===== config.mk =====
export PLATFORM = sky130hd
export DESIGN_NAME = id_ex_stage
export DESIGN_NICKNAME = d
export VERILOG_FILES = /design/src/rtl/riscv_pipe_pkg.sv /design/src/rtl/hazard_detect_unit.sv /design/src/rtl/id_ex_stage.sv
export SDC_FILE = /design/constraint.sdc
export NUM_CORES = 1
export LEC_CHECK = 0
export BUFFER_PORTS_ARGS = -buffer_cell sky130_fd_sc_hd__buf_2
export CORE_AREA = 2 2 128 130
export CTS_BUF_LIST = sky130_fd_sc_hd__clkbuf_8
export CTS_CLUSTER_DIAMETER = 30
export DETAILED_ROUTE_END_ITERATION = 10
export DIE_AREA = 0 0 130 132
export GPL_TIMING_DRIVEN = 1
export HOLD_SLACK_MARGIN = 0.12
export PLACE_DENSITY = 0.79
export SLEW_MARGIN = 20
export SYNTH_ARGS = -nofsm -noshare
export SYNTH_HDL_FRONTEND = slang
export SYNTH_SLANG_ARGS = --single-unit

===== constraint.sdc =====
create_clock -name clk -period 2 [get_ports clk]
set_clock_uncertainty 0.2 [all_clocks]
set_input_delay 0.2 -clock clk [delete_from_list [all_inputs] [get_ports clk]]
set_output_delay 0.2 -clock clk [all_outputs]
set_load 0.01 [all_outputs]

===== src/rtl/riscv_pipe_pkg.sv =====
// Shared pipeline definitions: opcodes, ALU operation classes and the layout
// of the 9-bit control bundle carried from decode into execute.
package riscv_pipe_pkg;

  // Major opcodes decoded upstream
  localparam logic [6:0] R_Type       = 7'b0110011;
  localparam logic [6:0] I_Type_Logic = 7'b0010011;
  localparam logic [6:0] U_Type       = 7'b0110111;
  localparam logic [6:0] Load         = 7'b0000011;
  localparam logic [6:0] Store        = 7'b0100011;
  localparam logic [6:0] Branch       = 7'b1100011;

  // ALU operation classes
  localparam logic [2:0] AluOpRType  = 3'b000;
  localparam logic [2:0] AluOpIType  = 3'b001;
  localparam logic [2:0] AluOpMemAdd = 3'b010;
  localparam logic [2:0] AluOpBranch = 3'b011;
  localparam logic [2:0] AluOpUType  = 3'b100;

  // Control bundle layout, MSB first
  localparam int unsigned CTRL_WIDTH      = 9;
  localparam int unsigned CTRL_BRANCH     = 8;
  localparam int unsigned CTRL_MEM_TO_REG = 7;
  localparam int unsigned CTRL_REG_WRITE  = 6;
  localparam int unsigned CTRL_MEM_READ   = 5;
  localparam int unsigned CTRL_MEM_WRITE  = 4;
  localparam int unsigned CTRL_ALU_SRC    = 3;
  localparam int unsigned CTRL_ALU_OP_MSB = 2;
  localparam int unsigned CTRL_ALU_OP_LSB = 0;

  typedef logic [CTRL_WIDTH-1:0] ctrl_t;

  // Assemble the control bundle from individual decode signals
  function automatic ctrl_t pack_ctrl(input logic branch, input logic mem_to_reg,
                                      input logic reg_write, input logic mem_read,
                                      input logic mem_write, input logic alu_src,
                                      input logic [2:0] alu_op);
    return {branch, mem_to_reg, reg_write, mem_read, mem_write, alu_src, alu_op};
  endfunction

endpackage


===== src/rtl/hazard_detect_unit.sv =====
// Load-use hazard detector: stalls decode when the instruction in EX is a
// load whose destination is read by the instruction currently in ID.
module hazard_detect_unit #(
  parameter int unsigned REG_ADDR_WIDTH = 5
) (
  input  logic                      ex_valid,
  input  logic                      ex_mem_read,
  input  logic [REG_ADDR_WIDTH-1:0] ex_rd_addr,
  input  logic                      id_valid,
  input  logic [REG_ADDR_WIDTH-1:0] id_rs1_addr,
  input  logic [REG_ADDR_WIDTH-1:0] id_rs2_addr,
  input  logic                      id_alu_src,
  input  logic                      id_mem_write,
  output logic                      stall
);

  logic rs2_used;
  logic rs1_hit;
  logic rs2_hit;

  // Stores read rs2 as data even though their ALU operand is the immediate
  always_comb begin
    rs2_used = !id_alu_src || id_mem_write;
    rs1_hit  = (ex_rd_addr == id_rs1_addr);
    rs2_hit  = (ex_rd_addr == id_rs2_addr) && rs2_used;
    // x0 is never a real producer, so it cannot create a dependency
    stall    = ex_valid && ex_mem_read && (ex_rd_addr != '0) && id_valid && (rs1_hit || rs2_hit);
  end

endmodule


===== src/rtl/id_ex_stage.sv =====
// ID/EX pipeline register with load-use stall generation, bubble insertion
// on stall or flush, and a saturating stall-bubble counter.
module id_ex_stage
  import riscv_pipe_pkg::*;
#(
  parameter int unsigned DATA_WIDTH       = 32,
  parameter int unsigned REG_ADDR_WIDTH   = 5,
  parameter int unsigned BUBBLE_CNT_WIDTH = 16
) (
  input  logic                        clk,
  input  logic                        reset,
  input  logic                        id_valid_i,
  input  logic                        branch_i,
  input  logic                        mem_to_reg_i,
  input  logic                        reg_write_i,
  input  logic                        mem_read_i,
  input  logic                        mem_write_i,
  input  logic                        alu_src_i,
  input  logic [2:0]                  alu_op_i,
  input  logic [DATA_WIDTH-1:0]       pc_i,
  input  logic [DATA_WIDTH-1:0]       rs1_data_i,
  input  logic [DATA_WIDTH-1:0]       rs2_data_i,
  input  logic [DATA_WIDTH-1:0]       imm_i,
  input  logic [REG_ADDR_WIDTH-1:0]   rs1_addr_i,
  input  logic [REG_ADDR_WIDTH-1:0]   rs2_addr_i,
  input  logic [REG_ADDR_WIDTH-1:0]   rd_addr_i,
  input  logic [2:0]                  funct3_i,
  input  logic                        funct7_b30_i,
  input  logic                        flush_i,
  output logic                        ex_valid_o,
  output logic                        branch_o,
  output logic                        mem_to_reg_o,
  output logic                        reg_write_o,
  output logic                        mem_read_o,
  output logic                        mem_write_o,
  output logic                        alu_src_o,
  output logic [2:0]                  alu_op_o,
  output logic [DATA_WIDTH-1:0]       pc_o,
  output logic [DATA_WIDTH-1:0]       rs1_data_o,
  output logic [DATA_WIDTH-1:0]       rs2_data_o,
  output logic [DATA_WIDTH-1:0]       imm_o,
  output logic [REG_ADDR_WIDTH-1:0]   rs1_addr_o,
  output logic [REG_ADDR_WIDTH-1:0]   rs2_addr_o,
  output logic [REG_ADDR_WIDTH-1:0]   rd_addr_o,
  output logic [2:0]                  funct3_o,
  output logic                        funct7_b30_o,
  output logic                        stall_o,
  output logic [BUBBLE_CNT_WIDTH-1:0] bubble_cnt_o
);

  typedef struct packed {
    logic                      valid;
    ctrl_t                     ctrl;
    logic [DATA_WIDTH-1:0]     pc;
    logic [DATA_WIDTH-1:0]     rs1_data;
    logic [DATA_WIDTH-1:0]     rs2_data;
    logic [DATA_WIDTH-1:0]     imm;
    logic [REG_ADDR_WIDTH-1:0] rs1_addr;
    logic [REG_ADDR_WIDTH-1:0] rs2_addr;
    logic [REG_ADDR_WIDTH-1:0] rd_addr;
    logic [2:0]                funct3;
    logic                      funct7_b30;
  } ex_slot_t;

  ex_slot_t                    ex_q, ex_d;
  logic [BUBBLE_CNT_WIDTH-1:0] cnt_q, cnt_d;
  ctrl_t                       id_ctrl;
  logic                        stall;

  hazard_detect_unit #(
    .REG_ADDR_WIDTH(REG_ADDR_WIDTH)
  ) u_hazard (
    .ex_valid    (ex_q.valid),
    .ex_mem_read (ex_q.ctrl[CTRL_MEM_READ]),
    .ex_rd_addr  (ex_q.rd_addr),
    .id_valid    (id_valid_i),
    .id_rs1_addr (rs1_addr_i),
    .id_rs2_addr (rs2_addr_i),
    .id_alu_src  (alu_src_i),
    .id_mem_write(mem_write_i),
    .stall       (stall)
  );

  // Next EX slot contents: flush beats stall, stall beats normal capture
  always_comb begin
    id_ctrl = pack_ctrl(branch_i, mem_to_reg_i, reg_write_i, mem_read_i, mem_write_i,
                        alu_src_i, alu_op_i);
    ex_d    = '0;
    cnt_d   = cnt_q;
    if (flush_i) begin
      ex_d = '0;
    end else if (stall) begin
      ex_d = '0;
      if (cnt_q != '1) begin
        cnt_d = cnt_q + BUBBLE_CNT_WIDTH'(1);
      end
    end else begin
      ex_d.valid      = id_valid_i;
      // An invalid slot must never carry live control into EX
      ex_d.ctrl       = id_valid_i ? id_ctrl : '0;
      ex_d.pc         = pc_i;
      ex_d.rs1_data   = rs1_data_i;
      ex_d.rs2_data   = rs2_data_i;
      ex_d.imm        = imm_i;
      ex_d.rs1_addr   = rs1_addr_i;
      ex_d.rs2_addr   = rs2_addr_i;
      ex_d.rd_addr    = rd_addr_i;
      ex_d.funct3     = funct3_i;
      ex_d.funct7_b30 = funct7_b30_i;
    end
  end

  // Pipeline register and bubble counter
  always_ff @(posedge clk or negedge reset) begin
    if (!reset) begin
      ex_q  <= '0;
      cnt_q <= '0;
    end else begin
      ex_q  <= ex_d;
      cnt_q <= cnt_d;
    end
  end

  // Output fan-out from the registered slot
  always_comb begin
    ex_valid_o   = ex_q.valid;
    branch_o     = ex_q.ctrl[CTRL_BRANCH];
    mem_to_reg_o = ex_q.ctrl[CTRL_MEM_TO_REG];
    reg_write_o  = ex_q.ctrl[CTRL_REG_WRITE];
    mem_read_o   = ex_q.ctrl[CTRL_MEM_READ];
    mem_write_o  = ex_q.ctrl[CTRL_MEM_WRITE];
    alu_src_o    = ex_q.ctrl[CTRL_ALU_SRC];
    alu_op_o     = ex_q.ctrl[CTRL_ALU_OP_MSB:CTRL_ALU_OP_LSB];
    pc_o         = ex_q.pc;
    rs1_data_o   = ex_q.rs1_data;
    rs2_data_o   = ex_q.rs2_data;
    imm_o        = ex_q.imm;
    rs1_addr_o   = ex_q.rs1_addr;
    rs2_addr_o   = ex_q.rs2_addr;
    rd_addr_o    = ex_q.rd_addr;
    funct3_o     = ex_q.funct3;
    funct7_b30_o = ex_q.funct7_b30;
    stall_o      = stall;
    bubble_cnt_o = cnt_q;
  end

endmodule

-- Word-level counts from Yosys, hierarchy flattened
Cells that the tools add are included.
- register bits after elaboration: 173
- bits of input ports: 160
- output and inout bits: 174
- logic and storage cells: 30
- add/subtract/negate cells: 1
- equal/unequal tests: 3
- mux-type cells: 3
- bitwise gates (word level): 1
- reductions and logical operators: 10
- operators by type and width (operator ; number):
    157-bit 2-to-1 mux ; 2
    16-bit by 1-bit adder with 16-bit output (second input constant) ; 1
    16-bit inequality test (second input constant) ; 1
    5-bit == test ; 2
    9-bit 2-to-1 mux ; 1
    1-bit logical AND ; 5
    5-bit nonzero test ; 1
    3-bit AND reduction ; 1
    1-bit logical OR ; 2
    1-bit zero test ; 1
    1-bit inverter ; 1

-- Longest topological paths before layout
Gate-level depths: netlist of run 1.
- depth in word-level cells: 7
- mapped depth: 7
- mapped depth without buffers: 6

-- Cells and area by module
A second synthesis of run 1 with hierarchy kept.
- cells, all modules: 421
- area total of the unflattened synthesis: 5948.2 um^2
- by module, submodules not included (module ; times used ; cells each ; area an instance (um^2) ; sequential area each (um^2)):
    id_ex_stage ; 1 ; 403 ; 5811.8 ; 4329.2
    hazard_detect_unit ; 1 ; 18 ; 136.4 ; 0.0

-- Least setup slack after synthesis of run 1
OpenSTA, ideal clock, no wires.
- path kind: reg-to-reg
- from: register cnt_q[0], in the netlist bubble_cnt_o[0]
- to: register cnt_q[1], in the netlist bubble_cnt_o[1]
- setup time: 125 ps
- arrival: 1748 ps
- required time: 1675 ps
- path slack: -73 ps
- stages on the path, launching flop included: 7
- buffers on the path: 0
- clock period less this slack: 2073 ps
- path through: dfrtp_1 > ha_1 > nand3_1 > nor4_1 > nor3_1 > and2_1 > mux2_2
- longest elaborated chain between the ends: 2
- elaborated cells between the ends (all ways): 3
- those cells by class: add/sub (1); eq/ne (1); reduce/logical (1)
- ends and longest elaborated chain (element ; RTL line ; text):
    start: declaration ; id_ex_stage.sv:66 ; logic [BUBBLE_CNT_WIDTH-1:0] cnt_q, cnt_d;
    start signal: assignment ; id_ex_stage.sv:120 ; cnt_q <= cnt_d;
    parallel branches: the longest is 2 deep, another holds 16-bit by 1-bit adder with 16-bit output ; - ;
Parallel ways; which one is timed is not known.
A chain may end at the register's enable or synchronous reset.

==> results of run 1 <==
-- per-layer routing --
metal  part of all wire (%)  vias to the layer above  global-route usage (%)
met1                     37                     2620                    24.4
met4                    3.7                        2                    11.2
met5                  0.061                        -                       0
met2                     52                      264                    42.9
li1                       -                     2444                       -
met3                    7.2                       66                    8.64
-- worst max-delay path: cells and delay by family, from the launching register on --
family / cells / cell delay (ps)
AND/OR/NAND/NOR: 2 / 730
buffers and inverters: 5 / 590
flip-flops: 1 / 400
AO/OA/AOI/OAI: 2 / 290
-- worst max path at each step --
| stage | from | end | slack, ps | cells after the start |
|---|---|---|---|---|
| 2_1_floorplan | rd_addr_o[4]$_DFF_PN0_ | imm_o[10]$_DFF_PN0_ | -60 | 7 |
| 3_3_place_gp | rd_addr_o[4]$_DFF_PN0_ | bubble_cnt_o[1]$_DFFE_PN0P_ | -70 | 7 |
| 3_5_place_dp | rd_addr_o[4]$_DFF_PN0_ | alu_op_o[2]$_DFF_PN0_ | -120 | 6 |
| 4_1_cts | rd_addr_o[2]$_DFF_PN0_ | stall_o | -300 | 5 |
| 5_1_grt | rd_addr_o[4]$_DFF_PN0_ | stall_o | -350 | 5 |
| 6_report | rd_addr_o[4]$_DFF_PN0_ | alu_src_o$_DFF_PN0_ | -270 | 9 |
-- through the flow --
step	std cells	utilization, %
global placement	989	51.8
global route	1198	67.3
floorplan	431	-
CTS	1189	65.8
finish	1198	67.3
detailed placement	989	51.8
-- cells by family (layout without fill, tap and decap cells) --
kind of cell | count (synthesis) | in the layout
AND/OR/NAND/NOR | 204 | 204
other | 0 | 1
flip-flops | 173 | 173
adder cells (fa/ha/maj) | 1 | 1
multiplexers | 3 | 3
XOR/XNOR | 23 | 23
buffers and inverters | 22 | 572
AO/OA/AOI/OAI | 5 | 5
-- flip-flops by register name, summed over array words and instances, names as in the netlist, 3 cells and up --
register and flops:
imm_o 32, rs1_addr_o 5, funct3_o 3, bubble_cnt_o 16, rs1_data_o 32, rs2_addr_o 5
rd_addr_o 5, alu_op_o 3, rs2_data_o 32, pc_o 32
-- synthesized netlist by cell type, types with 2 or more instances --
cell and count:
sky130_fd_sc_hd__and4_1 4, sky130_fd_sc_hd__nand3_1 8, sky130_fd_sc_hd__xnor2_1 22, sky130_fd_sc_hd__nand2_1 8
sky130_fd_sc_hd__buf_4 4, sky130_fd_sc_hd__and2_1 150, sky130_fd_sc_hd__buf_2 11, sky130_fd_sc_hd__mux2_2 3
sky130_fd_sc_hd__nor4_1 2, sky130_fd_sc_hd__dfrtp_1 173, sky130_fd_sc_hd__inv_1 2, sky130_fd_sc_hd__and3_1 13
sky130_fd_sc_hd__nor2_1 4, sky130_fd_sc_hd__clkbuf_1 3, sky130_fd_sc_hd__nand4_1 9
-- timing repair --
item                       CTS  global route
hold buffers               161             0
hold endpoints to repair   339             0
setup buffers                5             1
gates resized for setup     11            18
setup endpoints to repair  162           174
gates cloned                 2             7
pin swaps                    4            10
-- where the power goes --
part | internal (mW) | switching, mW
sequential | 3.65 | 0.0525
combinational | 0.628 | 0.489
clock | 1.33 | 1.38
total | 5.61 | 1.92
-- cell type report --
type | instances | area share [%]
flip-flops and latches | 173 | 41.0
repair buffers | 537 | 36.7
multi-input cells | 236 | 15.4
well taps | 216 | 2.56
clock buffers | 18 | 2.34
clock inverters | 14 | 1.87
inverters | 3 | 0.107
diodes | 1 | 0.0237
==> results.txt, run 1 <==
- For this run, the number of Yosys warnings is 0.
* Die outline width: 130 um
- Full die area: 17200 sq um
* Clock Latency Late Sink: 450 ps
* Leakage component of the power: 5.62 nW
- The run finished, with violations left.
- For this configuration, the core starts out at a cell density of 38.2%.
- Most frequently used flop master after synthesis: sky130_fd_sc_hd__dfrtp_1
- After detailed routing, the average wire length per cell comes to 17.7 um.
* Final #Nets: 1129
- CTS built an H-tree with a depth of 4.
- Fraction of layout cells with a size suffix above 1: 44.1%
- RSZ-0062 raised after global routing: true
* Post-route clock period utilization: 114%
- Setup slack on the worst reg-to-reg path comes out at -270 ps.
- The design draws 7.53 mW.
- Number of standard cells after synthesis: 431
* Tot GR Track Use: 23.9%
- The worst hold path was traced through 3 stages.
- CTS Buffer Depth: 2
- Via count of the first global-routing pass: 6039
* CTS tree: yes
- For this run, the register share of the synthesized area comes to 72.2%.
- Dividing the synthesized area by the synthesized cell count gives 13.9 sq um.
* Yosys reg bits: 173
- The area growth from synthesis to layout is 76.2%.
- Clock transition at the registers of the reported paths: 100 ps
* Sum of overflow across all layers after global routing: 0
- The finished cells cover 10600 sq um.
- The tool flagged a number of max-cap violations equal to 0.
- In this run the critical register-to-register path is launched from rd_addr_o[4]$_DFF_PN0_.
- Largest fanout of any net on the critical path: 10
- Post-synthesis share of cell area spent on full adders, half adders and majority gates: 0.209%
* Post-detailed-route DRC marker count: 0
- Final critical delay including setup and external delays: 2270 ps
* Number of setup violations in the final report: 163
- In the layout the commonest cells are sky130_fd_sc_hd__buf_2 (331), sky130_fd_sc_hd__dfrtp_1 (173), sky130_fd_sc_hd__dlygate4sd3_1 (160).
- STA classifies the critical path startpoint as a flop.
- Total Routed Length: 21.2 mm
* Top cell type's share of synthesized area: 72.2%
- The final count of pins violating max slew was 0.
* Num CTS Buffers: 17
- The worst register-to-register path has a depth of 9.
- After floorplanning, the core was divided into 46 placement rows.
- CP Cell Sequence: or4_4 -> o21ai_4 -> inv_2 -> buf_4 -> a21oi_4 -> buf_12 -> buf_12 -> buf_12 -> and3_1
- Clock tree synthesis found a total of 173 sinks.
- The worst setup path is captured at a flop.
- Clock tree synthesis selected as its root buffer the cell sky130_fd_sc_hd__clkbuf_8.
- Placeable Area: 15700 sq um
- The synthesized netlist devotes 0.730% of its cell area to compound gates.
- CP peak stage delay: 570 ps
- The die is 132 um tall.
- The detailed router finished its first iteration with 182 violations.
- Largest cells by area after synthesis: sky130_fd_sc_hd__dfrtp_1 (72%), sky130_fd_sc_hd__and2_1 (16%), sky130_fd_sc_hd__xnor2_1 (3.2%), sky130_fd_sc_hd__and3_1 (1.4%), sky130_fd_sc_hd__nand4_1 (0.94%)
- Main combinational cell family by area after synthesis: simple AND/OR/NAND/NOR gates
* EDFF count, synth: 0
* Area taken by flip-flops and latches: 4330 sq um
- WP data arrival: 2450 ps
- The worst-case IR drop observed on VDD is 475 uV.
- For this run, asynchronously set or reset flops after synthesis account for 100%.
* Count of buffers inserted at the top-level ports: 333
- The initial antenna violation count is 2.
- Worst-Margin Slew: 399 ps
- First-pass detailed-route iteration total: 4
- Unique cell type count in the Yosys netlist: 30
- Setup slack on the critical path of the routed design comes to -270 ps.
* Hold Violations, Final: 0
* First-pass GRT wire length: 31.3 mm
* Net count after synthesis: 592
- Timing-limited maximum frequency: 0.440 GHz
- In this run the worst hold path is classified as in2reg.
* Power per cell area: 712 nW/um^2
* Min-Delay Startpoint: rd_addr_i[4]
- GP Congestion: 0.783
* DR vias: 5396
- In this run the count of I/O pins placed on the die edge is 334.
* Rel. slew slack: 73.2%
* Xor-xnor portion of the synthesized cell area: 3.36%
- Cell Area, Placed: 8130 sq um
- Data required, critical path: 2180 ps
- Counting stages on the worst path, the most repeated cell is sky130_fd_sc_hd__buf_12.
* Worst-case hold path end point: rd_addr_o[4]$_DFF_PN0_
* Area leader, netlist: sky130_fd_sc_hd__dfrtp_1
* Critical path's slowest cell: sky130_fd_sc_hd__or4_4
- Critical R2R Capture: alu_src_o$_DFF_PN0_
- Of the total synthesized cell area, the portion taken by AND, OR, NAND and NOR gates is 21.0%.
- Total standard cell area after synthesis: 6000 sq um
- Using the TritonRoute via totals, the vias-per-cell ratio works out to 4.50.
* Final total negative setup slack: -34890 ps
- Multiplexer cells account for 0.563% of the synthesized area.
* Final hold slack: 284 ps
* Number of nets with antenna violations after routing: 0
- By startpoint and endpoint, the worst setup path is classified as reg2reg.
- Commonest non-fill, non-tap cell in the layout: sky130_fd_sc_hd__buf_2
* Largest net degree at the start of global routing: 71
* Post-placement worst setup slack: -124 ps
- Failing checks: setup timing
* FILL cells: 1062
- In the final layout, the multi-input gates occupy 1630 sq um.
* Detailed-placement wirelength estimate: 11.8 mm
Note: power is estimated with default switching activity, not from simulation.
==> run 2, diff against run 1 <==
--- a/config.mk
+++ b/config.mk
@@ -6,14 +6,14 @@
 export NUM_CORES = 1
 export LEC_CHECK = 0
 export BUFFER_PORTS_ARGS = -buffer_cell sky130_fd_sc_hd__buf_2
-export CORE_AREA = 2 2 128 130
+export CORE_AREA = 2 2 130 132
 export CTS_BUF_LIST = sky130_fd_sc_hd__clkbuf_8
 export CTS_CLUSTER_DIAMETER = 30
 export DETAILED_ROUTE_END_ITERATION = 10
-export DIE_AREA = 0 0 130 132
+export DIE_AREA = 0 0 132 134
 export GPL_TIMING_DRIVEN = 1
 export HOLD_SLACK_MARGIN = 0.12
-export PLACE_DENSITY = 0.79
+export PLACE_DENSITY = 0.77
 export SLEW_MARGIN = 20
 export SYNTH_ARGS = -nofsm -noshare
 export SYNTH_HDL_FRONTEND = slang
==> run 2 against run 1 <==
The run still ends with setup timing left; die area grew 3.1%; non-clock buffer count shrank 9; register-to-register slack lost 60 ps; utilization shrank 3.0 points; clock-buffer cell count grew 1; sequential share of layout area grew 0.41 points; critical path type unchanged.
==> results.txt, run 2 (synthesis results as in run 1) <==
- Cell row count: 47
- Derived from the worst setup path, the maximum achievable clock frequency is 0.430 GHz.
- Setup ws final: -328 ps
- The signal on the critical path passes through buf_4 -> xnor2_2 -> nand4_1 -> o22ai_2 -> buf_12 -> buf_8 -> a21oi_4 -> buf_12 -> clkbuf_16 -> and2_1.
- Dividing the detail-routed wire length by the instance count gives 16.8 um.
* Die outline width: 132 um
- Antenna violations before repair: 1
- Counting stages on the worst path, the most repeated cell is sky130_fd_sc_hd__buf_12.
- Clock net sink count: 173
- Commonest non-fill, non-tap cell in the layout: sky130_fd_sc_hd__buf_2
- Run status: finished with violations
- Clock transition at the registers of the reported paths: 90 ps
- Post-detailed-route DRC marker count: 0
- Counting I/O delays and the setup requirement, the final critical path takes 2330 ps.
- Largest net degree at the start of global routing: 66
- Commonest cells after routing, fill and taps aside: sky130_fd_sc_hd__buf_2 (331), sky130_fd_sc_hd__dfrtp_1 (172), sky130_fd_sc_hd__dlygate4sd3_1 (160)
- Library cell used as clock root buffer: sky130_fd_sc_hd__clkbuf_8
- Placeable Area: 16300 sq um
- No sink is reached through more buffers than the 2 on the longest clock path.
* CP startpoint kind: flop
* Leakage component of the power: 5.54 nW
- WP data arrival: 2460 ps
- STA classifies the critical path endpoint as a flop.
* First-pass detailed-route iteration total: 4
* Number of setup violations in the final report: 172
- Tot GR Track Use: 21.5%
* Rel. slew slack: 67.2%
- The clock reaches the later pin of the worst-skew pair after 440 ps.
* Power per cell area: 711 nW/um^2
- Setup repair after global routing could not meet its margin everywhere.
- Excluding fillers, the count of instances in the completed layout stands at 1193.
- Share of the core filled with cells in the final layout: 64.3%
- Data on the critical path is required at its endpoint by 2130 ps.
- Post-placement worst setup slack: -169 ps
* Detailed-placement wirelength estimate: 11.6 mm
* Chip height: 134 um
* Worst-Margin Slew: 488 ps
- On the worst path, the slowest cell contributes a delay of 400 ps.
- Counting tap cells, the placed design contains a total of 986 instances.
- Number of nets with antenna violations after routing: 0
- Full die area: 17700 sq um
- IR analysis of the VDD net gives a maximum drop of 521 uV.
* Initial standard-cell utilization of the core: 36.8%
* Count of buffers inserted at the top-level ports: 333
- From synthesis to final layout, the design area changed by 74.5%.
* Critical path's slowest cell: sky130_fd_sc_hd__dfrtp_1
- Initial detailed-routing violation count: 220
- Largest fanout of any net on the critical path: 23
- Via count of the first global-routing pass: 5705
* Number of maximum-capacitance violations: 0
* Sum of overflow across all layers after global routing: 0
- H-Tree Depth: 4
* First-pass GRT wire length: 29.6 mm
- After detailed routing, the number of vias per cell comes to 4.44.
* Post-route clock period utilization: 116%
- Total Routed Length: 20.1 mm
- IO Pins: 334
- The tightest min-delay check is of the in2reg type.
* Crit Path Class: reg2reg
- DR vias: 5299
- The congestion estimate from routability-driven global placement came to 0.808.
- The final count of pins violating max slew came to 0.
- Failing checks: setup timing
- Hold Violations, Final: 0
* Final #Nets: 1120
* CTS tree: yes
- Num CTS Buffers: 17
- The post-route netlist has 43.7% of its cells at a drive strength greater than 1.
[run 2: cell count changes in the layout (fill, tap and decap cells not counted), moves of 2 or more]
cell / delta
sky130_fd_sc_hd__and2_1: +2
sky130_fd_sc_hd__and2_4: -2
sky130_fd_sc_hd__and3_1: -2
sky130_fd_sc_hd__and3_4: +2
sky130_fd_sc_hd__buf_12: -4
sky130_fd_sc_hd__buf_4: -3
sky130_fd_sc_hd__buf_6: -2
sky130_fd_sc_hd__clkinv_4: +3
sky130_fd_sc_hd__inv_6: -5
[run 2: final timing paths]
path / cells after the start / startpoint / to / slack, ps
min in group asynchronous: 3 / reset / rs2_data_o[19]$_DFF_PN0_ / 610
worst min-delay path: 3 / rs1_data_i[22] / rs1_data_o[22]$_DFF_PN0_ / 290
worst max register to register: 10 / rd_addr_o[2]$_DFF_PN0_ / rs1_data_o[1]$_DFF_PN0_ / -330
worst min register to register: 1 / bubble_cnt_o[7]$_DFFE_PN0P_ / bubble_cnt_o[7]$_DFFE_PN0P_ / 340
worst max-delay path: 10 / rd_addr_o[2]$_DFF_PN0_ / rs1_data_o[1]$_DFF_PN0_ / -330
max in group asynchronous: 4 / reset / rd_addr_o[0]$_DFF_PN0_ / 320
[run 2: area by class of cell]
class                           count  area, sq um
Fill cell                        1202         5820
Antenna cell                        1         2.50
Multi-Input combinational cell    236         1650
Inverter                            3         11.3
Clock inverter                     13          179
Sequential cell                   173         4330
Timing Repair Buffer              528         3750
Clock buffer                       19          262
Tap cell                          220          275
[run 2: critical path, delay by kind of cell (launching register included)]
kind | cells | cell delay [ps]
xor+xnor | 1 | 160
buf+inv | 5 | 800
flops | 1 | 400
compound gates | 2 | 340
simple gates | 2 | 310
[run 2: repair_timing]
action	in CTS	in global routing
setup endpoints to repair	165	171
hold endpoints to repair	339	0
setup buffers	3	5
hold buffers	160	0
resized for setup	8	21
pin swaps	5	16
cloned	1	5
[run 2: power breakdown]
group | total [mW] | switching (mW) | internal (mW)
Combinational | 1.07 | 0.471 | 0.604
Clock | 2.67 | 1.33 | 1.34
Sequential | 3.70 | 0.0459 | 3.65
Total | 7.44 | 1.85 | 5.59
[run 2: routing by layer]
layer	global-route usage (%)	part of all wire (%)	wire, um	vias to the layer above
met1	24.4	38	7600	2608
met2	38.2	53	10600	240
li1	-	-	-	2420
met3	6.92	7.2	1450	31
met5	0	0	0	-
met4	7.79	2.0	408	0
[run 2: through the flow]
stage | area [sq um] | power [mW] | hold slack (ps) | TNS, ps
after floorplan | 6040 | 4.04 | -296 | -7510
after global placement | 8090 | 4.48 | -82.5 | -7330
after detailed placement | 8090 | 4.50 | -83.9 | -18600
after CTS | 10200 | 7.45 | 254 | -35350
after global routing | 10500 | 7.77 | 256 | -61470
final | 10500 | 7.44 | 292 | -47610
